===== src/rtl/ps2_key_tracker.sv =====
// PS/2 keyboard front end: synchronises raw clock/data, receives frames, decodes
// make/break/E0 sequences and keeps an ordered table of held keys.
// Optional: define PS2_PARITY_CHECK_EN to drop frames whose odd parity fails.
module ps2_key_tracker #(
  parameter int MAX_KEYS       = 4,
  parameter int TIMEOUT_CYCLES = 50000,
  parameter int SYNC_STAGES    = 2
) (
  input  logic                          Clk,
  input  logic                          Reset,
  input  logic                          psClk,
  input  logic                          psData,
  output logic [MAX_KEYS*9-1:0]         keys,
  output logic [$clog2(MAX_KEYS+1)-1:0] keyCount,
  output logic                          press,
  output logic                          newKey,
  output logic                          frameErr,
  output logic                          overflow
);

  localparam int CW = $clog2(MAX_KEYS + 1);
  localparam int TW = $clog2(TIMEOUT_CYCLES + 1);

  typedef enum logic [1:0] {RX_IDLE, RX_DATA, RX_PAR, RX_STOP} rxState_t;
  typedef enum logic [1:0] {D_IDLE, D_EXT, D_BRK, D_EXT_BRK} decState_t;

  logic [SYNC_STAGES-1:0] clkSync_q, dataSync_q;
  logic                   psClkPrev_q;
  logic                   clkS, dataS, fallEdge;

  rxState_t        rxState_q, rxState_d;
  logic [2:0]      bitCnt_q, bitCnt_d;
  logic [7:0]      shift_q, shift_d;
  logic [7:0]      rxByte_q, rxByte_d;
  logic            byteValid_q, byteValid_d;
  logic            frameErr_q, frameErr_d;
  logic [TW-1:0]   toCnt_q, toCnt_d;
  logic            timeout;
  logic            parityOk;

  decState_t       decState_q, decState_d;
  logic            evValid, evExt, evBrk, ignoreByte;
  logic [8:0]      evKey;

  logic [MAX_KEYS-1:0][8:0] slots_q, slots_d, slotAbove;
  logic [CW-1:0]            count_q, count_d;
  logic                     press_q, press_d;
  logic                     newKey_q, newKey_d;
  logic                     overflow_q, overflow_d;
  logic [MAX_KEYS-1:0]      matchVec;
  logic                     hit, seen;

  // PS/2 lines idle high, so the synchronisers reset to 1 to avoid a false edge.
  always_ff @(posedge Clk or negedge Reset) begin
    if (!Reset) begin
      clkSync_q   <= '1;
      dataSync_q  <= '1;
      psClkPrev_q <= 1'b1;
    end else begin
      clkSync_q   <= {clkSync_q[SYNC_STAGES-2:0], psClk};
      dataSync_q  <= {dataSync_q[SYNC_STAGES-2:0], psData};
      psClkPrev_q <= clkSync_q[SYNC_STAGES-1];
    end
  end

  assign clkS     = clkSync_q[SYNC_STAGES-1];
  assign dataS    = dataSync_q[SYNC_STAGES-1];
  assign fallEdge = psClkPrev_q & ~clkS;

`ifdef PS2_PARITY_CHECK_EN
  logic parity_q, parity_d;
  assign parityOk = ^{shift_q, parity_q};
`else
  assign parityOk = 1'b1;
`endif

  always_comb begin
    rxState_d   = rxState_q;
    bitCnt_d    = bitCnt_q;
    shift_d     = shift_q;
    rxByte_d    = rxByte_q;
    byteValid_d = 1'b0;
    frameErr_d  = 1'b0;
    toCnt_d     = toCnt_q;
    timeout     = 1'b0;
`ifdef PS2_PARITY_CHECK_EN
    parity_d    = parity_q;
`endif
    if (fallEdge) begin
      toCnt_d = '0;
      case (rxState_q)
        RX_IDLE: begin
          if (!dataS) begin
            rxState_d = RX_DATA;
            bitCnt_d  = '0;
          end
        end
        RX_DATA: begin
          shift_d  = {dataS, shift_q[7:1]};
          bitCnt_d = bitCnt_q + 3'd1;
          if (bitCnt_q == 3'd7) rxState_d = RX_PAR;
        end
        RX_PAR: begin
`ifdef PS2_PARITY_CHECK_EN
          parity_d  = dataS;
`endif
          rxState_d = RX_STOP;
        end
        default: begin
          rxState_d = RX_IDLE;
          if (dataS && parityOk) begin
            byteValid_d = 1'b1;
            rxByte_d    = shift_q;
          end else begin
            frameErr_d  = 1'b1;
          end
        end
      endcase
    end else if (rxState_q != RX_IDLE) begin
      if (toCnt_q == TW'(TIMEOUT_CYCLES - 1)) begin
        timeout    = 1'b1;
        frameErr_d = 1'b1;
        rxState_d  = RX_IDLE;
        toCnt_d    = '0;
      end else begin
        toCnt_d = toCnt_q + TW'(1);
      end
    end else begin
      toCnt_d = '0;
    end
  end

  always_ff @(posedge Clk or negedge Reset) begin
    if (!Reset) begin
      rxState_q   <= RX_IDLE;
      bitCnt_q    <= '0;
      shift_q     <= '0;
      rxByte_q    <= '0;
      byteValid_q <= 1'b0;
      frameErr_q  <= 1'b0;
      toCnt_q     <= '0;
`ifdef PS2_PARITY_CHECK_EN
      parity_q    <= 1'b0;
`endif
    end else begin
      rxState_q   <= rxState_d;
      bitCnt_q    <= bitCnt_d;
      shift_q     <= shift_d;
      rxByte_q    <= rxByte_d;
      byteValid_q <= byteValid_d;
      frameErr_q  <= frameErr_d;
      toCnt_q     <= toCnt_d;
`ifdef PS2_PARITY_CHECK_EN
      parity_q    <= parity_d;
`endif
    end
  end

  // Keyboard status/ack bytes carry no key information and leave the decoder untouched.
  always_comb begin
    case (rxByte_q)
      8'h00, 8'hAA, 8'hEE, 8'hFA, 8'hFE, 8'hFF: ignoreByte = 1'b1;
      default:                                  ignoreByte = 1'b0;
    endcase
  end

  always_comb begin
    decState_d = decState_q;
    evValid    = 1'b0;
    evExt      = (decState_q == D_EXT) || (decState_q == D_EXT_BRK);
    evBrk      = (decState_q == D_BRK) || (decState_q == D_EXT_BRK);
    evKey      = {evExt, rxByte_q};
    if (timeout) begin
      decState_d = D_IDLE;
    end else if (byteValid_q && !ignoreByte) begin
      if (rxByte_q == 8'hE0 && decState_q == D_IDLE) begin
        decState_d = D_EXT;
      end else if (rxByte_q == 8'hF0 && decState_q == D_IDLE) begin
        decState_d = D_BRK;
      end else if (rxByte_q == 8'hF0 && decState_q == D_EXT) begin
        decState_d = D_EXT_BRK;
      end else begin
        evValid    = 1'b1;
        decState_d = D_IDLE;
      end
    end
  end

  always_ff @(posedge Clk or negedge Reset) begin
    if (!Reset) decState_q <= D_IDLE;
    else        decState_q <= decState_d;
  end

  for (genvar g = 0; g < MAX_KEYS; g++) begin : gSlot
    assign matchVec[g] = (CW'(g) < count_q) && (slots_q[g] == evKey);
    if (g == MAX_KEYS - 1) begin : gTop
      assign slotAbove[g] = '0;
    end else begin : gMid
      assign slotAbove[g] = slots_q[g+1];
    end
  end

  assign hit = |matchVec;

  // Break: every slot from the matching one upward takes its upper neighbour,
  // which keeps the table ordered and zero-fills the vacated top slot.
  always_comb begin
    slots_d    = slots_q;
    count_d    = count_q;
    newKey_d   = 1'b0;
    overflow_d = 1'b0;
    seen       = 1'b0;
    if (evValid) begin
      if (!evBrk) begin
        if (!hit) begin
          if (count_q < CW'(MAX_KEYS)) begin
            for (int i = 0; i < MAX_KEYS; i++) begin
              if (CW'(i) == count_q) slots_d[i] = evKey;
            end
            count_d  = count_q + CW'(1);
            newKey_d = 1'b1;
          end else begin
            overflow_d = 1'b1;
          end
        end
      end else if (hit) begin
        for (int i = 0; i < MAX_KEYS; i++) begin
          seen = seen | matchVec[i];
          if (seen) slots_d[i] = slotAbove[i];
        end
        count_d = count_q - CW'(1);
      end
    end
    press_d = (count_d != '0);
  end

  always_ff @(posedge Clk or negedge Reset) begin
    if (!Reset) begin
      slots_q    <= '0;
      count_q    <= '0;
      press_q    <= 1'b0;
      newKey_q   <= 1'b0;
      overflow_q <= 1'b0;
    end else begin
      slots_q    <= slots_d;
      count_q    <= count_d;
      press_q    <= press_d;
      newKey_q   <= newKey_d;
      overflow_q <= overflow_d;
    end
  end

  assign keys     = slots_q;
  assign keyCount = count_q;
  assign press    = press_q;
  assign newKey   = newKey_q;
  assign overflow = overflow_q;
  assign frameErr = frameErr_q;

endmodule


===== config.mk =====
export PLATFORM = sky130hd
export DESIGN_NAME = ps2_key_tracker
export DESIGN_NICKNAME = d
export VERILOG_FILES = /design/src/rtl/ps2_key_tracker.sv
export SDC_FILE = /design/constraint.sdc
export NUM_CORES = 1
export LEC_CHECK = 0
export CELL_PAD_IN_SITES_DETAIL_PLACEMENT = 2
export CELL_PAD_IN_SITES_GLOBAL_PLACEMENT = 2
export CORE_MARGIN = 1.5
export CORE_UTILIZATION = 37
export CTS_CLUSTER_SIZE = 20
export DETAILED_ROUTE_END_ITERATION = 10
export GPL_ROUTABILITY_DRIVEN = 0
export GPL_TIMING_DRIVEN = 0
export PLACE_DENSITY = 0.9
export SETUP_SLACK_MARGIN = 0.2
export SLEW_MARGIN = 25
export SYNTH_ARGS = -nofsm -noshare
export SYNTH_HDL_FRONTEND = slang
export SYNTH_SLANG_ARGS = --single-unit

===== constraint.sdc =====
create_clock -name Clk -period 3.2 [get_ports Clk]
set_clock_uncertainty 0.2 [all_clocks]
set_input_delay 0.32 -clock Clk [delete_from_list [all_inputs] [get_ports Clk]]
set_output_delay 0.32 -clock Clk [all_outputs]
set_load 0.05 [all_outputs]

# Word level (Yosys, flattened, before mapping)
# Index checks and enable logic that the tools add are counted.
# totals
regBits,88
in_bits,4
output_inout_bits,43
elab_cells,157
# classes
n_addsub,4
n_lt_le_gt_ge,5
n_eq_ne,30
n_mux,56
n_bitwise,6
n_reduce_logical,37
# ops
operator,n
2-to-1 mux 36 bit,4
2-to-1 mux 9 bit,8
== test 8 bit (second input constant),7
2-to-1 mux 16 bit,3
== test 9 bit,4
AND reduction 6 bit,4
2-to-1 mux 1 bit,23
2-to-1 mux 2 bit,10
nonzero test 2 bit,10
2-to-1 mux 3 bit,6
adder 16 x 1 -> 16 bit (second input constant),1
== test 16 bit (second input constant),1
logical AND 1 bit,8
logical NOT 8 bit,1
inequality test 2 x 1 -> 1 bit (second input constant),4
adder 3 x 1 -> 3 bit (second input constant),2
== test 2 bit (second input constant),3
== test 2 x 3 -> 1 bit (first input constant),2
< comparator 1 x 3 -> 1 bit (first input constant),2
< comparator 2 x 3 -> 1 bit (first input constant),2
inequality test 2 bit (second input constant),3
inequality test 3 bit (second input constant),2
case mux 2 bit (3 select lines),1
case mux 3 bit (2 select lines),1
19 further kinds,26

# Logic depth before layout (Yosys ltp)
# logic_depth
ltp_word,10
ltp_mapped,12
ltp_nobuf,10

# Least setup slack after synthesis
# OpenSTA, ideal clock, no wires.
# synth_path
kind,register -> register
start,"register count_q[2], in the netlist keyCount[2]"
end,"register press_q, in the netlist press"
setup_time_ps,139
arrival_ps,2891
slack_ps,-30
stages_incl_launch_ff,10
path_buffers,1
synth_period_minus_slack_ps,3230
path_cell_list,dfrtp_1 clkbuf_1 or3_1 o2111ai_1 nor3_1 nor3_2 and2_4 mux2_1 a211o_1 or4_1
# synth_between
elab_chain_len,7
elab_cells_between_ends,18
# synth_rtl
element,line,text
"start, declared",46,"logic [CW-1:0] count_q, count_d;"
"start signal, assigned",246,count_q <= count_d;
< comparator 1 x 3 -> 1 bit or < comparator 2 x 3 -> 1 bit (tied branches),195,assign matchVec[g] = (CW'(g) < count_q) && (slots_q[g] == evKey);
logical AND 1 bit,195,
OR reduction 4 bit,203,assign hit = |matchVec;
2-to-1 mux 3 bit (on tied branches),"215, 226",
2-to-1 mux 3 bit *,214,if (!evBrk) begin
2-to-1 mux 3 bit *,213,if (evValid) begin
via count_d[1],46,
nonzero test 3 bit *,234,press_d = (count_d != '0);
via press_d,47,"logic press_q, press_d;"
"end signal, assigned",247,press_q <= press_d;
"end, declared",47,
# Mark *: on every way through the listed nets, which the timed path passes. The rest lies on a longest branch.
# A chain may end at the register's enable or synchronous reset.

# Final worst setup path
# layout_path
start,register rxByte_q[1]
end,"register press_q, in the netlist press"
# layout_between
elab_chain_len,9
elab_cells_between_ends,34
# layout_rtl
element,line,text
"start, declared",34,"logic [7:0] rxByte_q, rxByte_d;"
"start signal, assigned",149,rxByte_q <= rxByte_d;
== test 8 bit (tied with other cells),161,case (rxByte_q)
OR reduction 6 bit or logical AND 1 bit (tied branches),"161, 180",
2-to-1 mux 1 bit (on tied branches),"161, 180",
logical NOT 1 bit or 2-to-1 mux 1 bit (tied branches),"175, 178",
logical AND 1 bit or 2-to-1 mux 1 bit (tied branches),"175, 176",
2-to-1 mux 1 bit,175,end else if (byteValid_q && !ignoreByte) begin
2-to-1 mux 1 bit,173,if (timeout) begin
2-to-1 mux 3 bit *,213,
via count_d[1],46,
nonzero test 3 bit *,234,
via press_d,47,
# Marks and branches as above.

==> flow_summary.toml <==
[clock_tree]
clk_pin_slew_ps = 60
clockBufferDepth = 2
cts_made_buffers = 9
clock_latency_ps = 350
cts-root-buf = "clkbuf_16"
cts.sinks = 88
cts_tree = "built"
cts.htree.levels = 3

[synth]
synth_warnings = 0
synthArstFlopShare = 1.00
syn-cell-area_um2 = 4650
synthMuxAreaShare = 0.0678
synth_flop_cell = "dfrtp_1"
synth_top_family_by_area = "simple AND/OR/NAND/NOR gates"
synth_area_per_cell_um2 = 10.1
synth_top_area_cell = "dfrtp_1"
synth_area_leaders = "dfrtp_1, mux2_2, xnor2_1"
synth-edff-count = 0
yosys.area_share.simple = 0.179
yosysSeqAreaShare = 0.475
synth_top_area_frac = 0.447
synth_compound_area_frac = 0.110
syn-instance-count = 462
synth_nets = 480
ys_seq_elements = 88
synth_cell_types = 52
synthAdderAreaFrac = 0.0377
synth_xor_area_frac = 0.0942

[critical_path]
critPathKind = "reg2reg"
r2r_cells = 9
reg2reg_slack_ps = 160
r2r_end = "press"
end_kind = "flip-flop"
r2r_start = "rxByte_q[1]"
cp.arrival_ps = 3060
critPathMaxFanout = 8
required_ps = 3220
cp-start-kind = "flip-flop"

[timing]
tightest_slew_ps = 658
slew_violations = 0
timing.fmax_mhz = 329
finalCritPeriodShare = 0.949
timing.final.ws_setup_ps = 164
min_period_ps = 3040
rsz0062_at_grt = "true"
slew-limit-headroom = 0.561
setup_viol = 0
finalHoldViolations = 0
hold_ws_ps = 157

[floorplan]
rows = 40
initial_core_util = 0.384
die_h_um = 115
die_width_um = 115
core_region_area_um2 = 12100
dieArea_um2 = 13300
io_pins = 47

[hold_path]
min_from = "dataSync_q[0]"
min_path_cells = 0
hp-class = "reg2reg"
min_to = "dataSync_q[1]"

[cells_and_area]
antenna_cells = 0
area_growth_pct = 27.4
nets = 548
nFillCells = 1264
drive_gt1_frac = 0.209
fin_util = 0.489

[global_route]
grt_max_degree = 65
grt_first_pass_wirelength_um = 24700
grt_pass1_vias = 4448
gr-usage-all-layers = 0.249
antenna_found_initial = 0
overflow = 0

[routing]
viasPerCell = 5.50
drc_errors = 0
dr_total_vias = 3866
wl_um = 15400
wl_per_cell_um = 21.9
first_pass_iters = 4
ant_nets = 0
drt-initial-drc-count = 135

[placed_design]
io_buffers = 46
place_ws_ps = -306
dpl.hpwl_um = 10600

[power]
combinationalPowerShare = 0.124
peakVddDrop_mv = 0.217
power_switching_uw = 731
leakage_nw = 2.66
internal_power_mw = 2.03
swShare = 0.264
seqPwrFrac = 0.445
power.density_nw_per_um2 = 466
clkPwrFrac = 0.431

[run_status]
status = "finished, final reports clean"

[flow_run]
drv_cap = 0
==> metrics by stage <==
| step | setup TNS, ps | std cells | total power, mW | instance area (um2) |
|---|---|---|---|---|
| 2_1_floorplan | 0 | 462 | 1.45 | 4690 |
| 3_3_place_gp | -138070 | 676 | 1.54 | 5370 |
| 3_5_place_dp | -4060 | 677 | 1.59 | 5390 |
| 4_1_cts | 0 | 698 | 2.78 | 5820 |
| 5_1_grt | 0 | 703 | 2.87 | 5930 |
| 6_report | 0 | 703 | 2.76 | 5930 |
==> registers in the layout, summed over array words and instances (netlist names) <==
name         flops
decState_q       2
overflow         1
newKey           1
clkSync_q        2
keys            36
shift_q          8
psClkPrev_q      1
toCnt_q         16
rxState_q        2
dataSync_q       2
frameErr         1
press            1
byteValid_q      1
bitCnt_q         3
rxByte_q         8
keyCount         3
==> power by group through the flow <==
stage               logic [mW]  clock network (mW)  registers [mW]
finish                   0.343                1.19            1.23
global route             0.388                1.25            1.24
CTS                      0.340                1.21            1.23
detailed placement       0.336                   0            1.25
global placement         0.297                   0            1.24
floorplan                0.221                   0            1.23
==> layout make-up <==
class | count | area, um2 | share of cell area
Multi-Input combinational cell | 338 | 2390 | 0.404
Sequential cell | 88 | 2210 | 0.374
Timing Repair Buffer | 57 | 579 | 0.0978
Clock buffer | 11 | 253 | 0.0427
Tap cell | 168 | 210 | 0.0355
Buffer | 26 | 158 | 0.0266
Clock inverter | 5 | 78.8 | 0.0133
Inverter | 10 | 37.5 | 0.00633
==> critical path, stage by stage, from the launching register on <==
cell and delay [ps]:
dfrtp_1 360, buf_2 200, xnor2_1 260, nand4_1 210, nor4_4 380, nor3_4 70, and2_4 170, mux2_4 290
a211o_1 290, or4_1 470
==> per-layer routing <==
metal	part of all wire	track usage
met1	0.41	0.297
met2	0.53	0.438
met3	0.028	0.0364
met4	0.031	0.127
met5	0	0
==> synthesized netlist by cell type (2+ instances only) <==
cell and number:
dfrtp_1 83, nand2_1 62, nor2_1 43, xnor2_1 30, mux2_2 27, xor2_1 20, a21oi_1 14, clkbuf_1 14
ha_1 14, a31oi_1 13, o21ai_0 13, a21o_1 10, inv_1 10, nand3_1 9, nand4_1 9, o31ai_1 9
buf_2 8, nor3_1 8, dfstp_2 5, nor4_1 5, and3_1 4, nand2b_1 4, nor2b_1 4, a32oi_1 3
buf_6 3, or3_1 3, or4_4 3, a31o_2 2, nor3_2 2, nor3b_1 2, nor4bb_1 2, o21ai_1 2
or2_2 2, or4_1 2
==> layout by cell type (no fill, tap or decap), types with 10 or more instances in the layout <==
cell             count
a21oi_1             13
inv_1               10
mux2_2              27
a31oi_1             13
a21o_1              10
o21ai_0             13
dfrtp_1             78
clkdlybuf4s50_1     45
xor2_1              20
ha_1                14
buf_4               11
nor2_1              41
nand2_1             61
xnor2_1             29
==> repair_timing <==
action                                  in CTS  in global routing
endpoints found under the setup margin      38                 29
hold endpoints to repair                    83                  0
setup buffers                                4                  5
resized for setup                           15                 14
pin swaps                                    6                  8
hold buffers                                 1                  0
==> how the worst max path moves through the flow <==
stage | to | slack (ps) | from | cells after the start
3_3_place_gp | keys[18] | -1940 | Reset | 1
2_1_floorplan | press | 200 | keyCount[2] | 9
4_1_cts | press | 9 | rxByte_q[0] | 9
5_1_grt | press | 100 | rxByte_q[0] | 10
6_report | press | 160 | rxByte_q[1] | 9
3_5_place_dp | keys[18] | -310 | rxState_q[0] | 9
==> logic make-up (layout without fill, tap and decap cells) <==
group                      Yosys count  after routing
muxes                               28             28
adders and majority gates           14             14
AOI/OAI and AO/OA                   77             77
xor gates and xnor gates            50             50
buffers and inverters               36            109
DFF                                 88             88
and+or+nand+nor                    169            169
(Power assumes the default switching activity.)
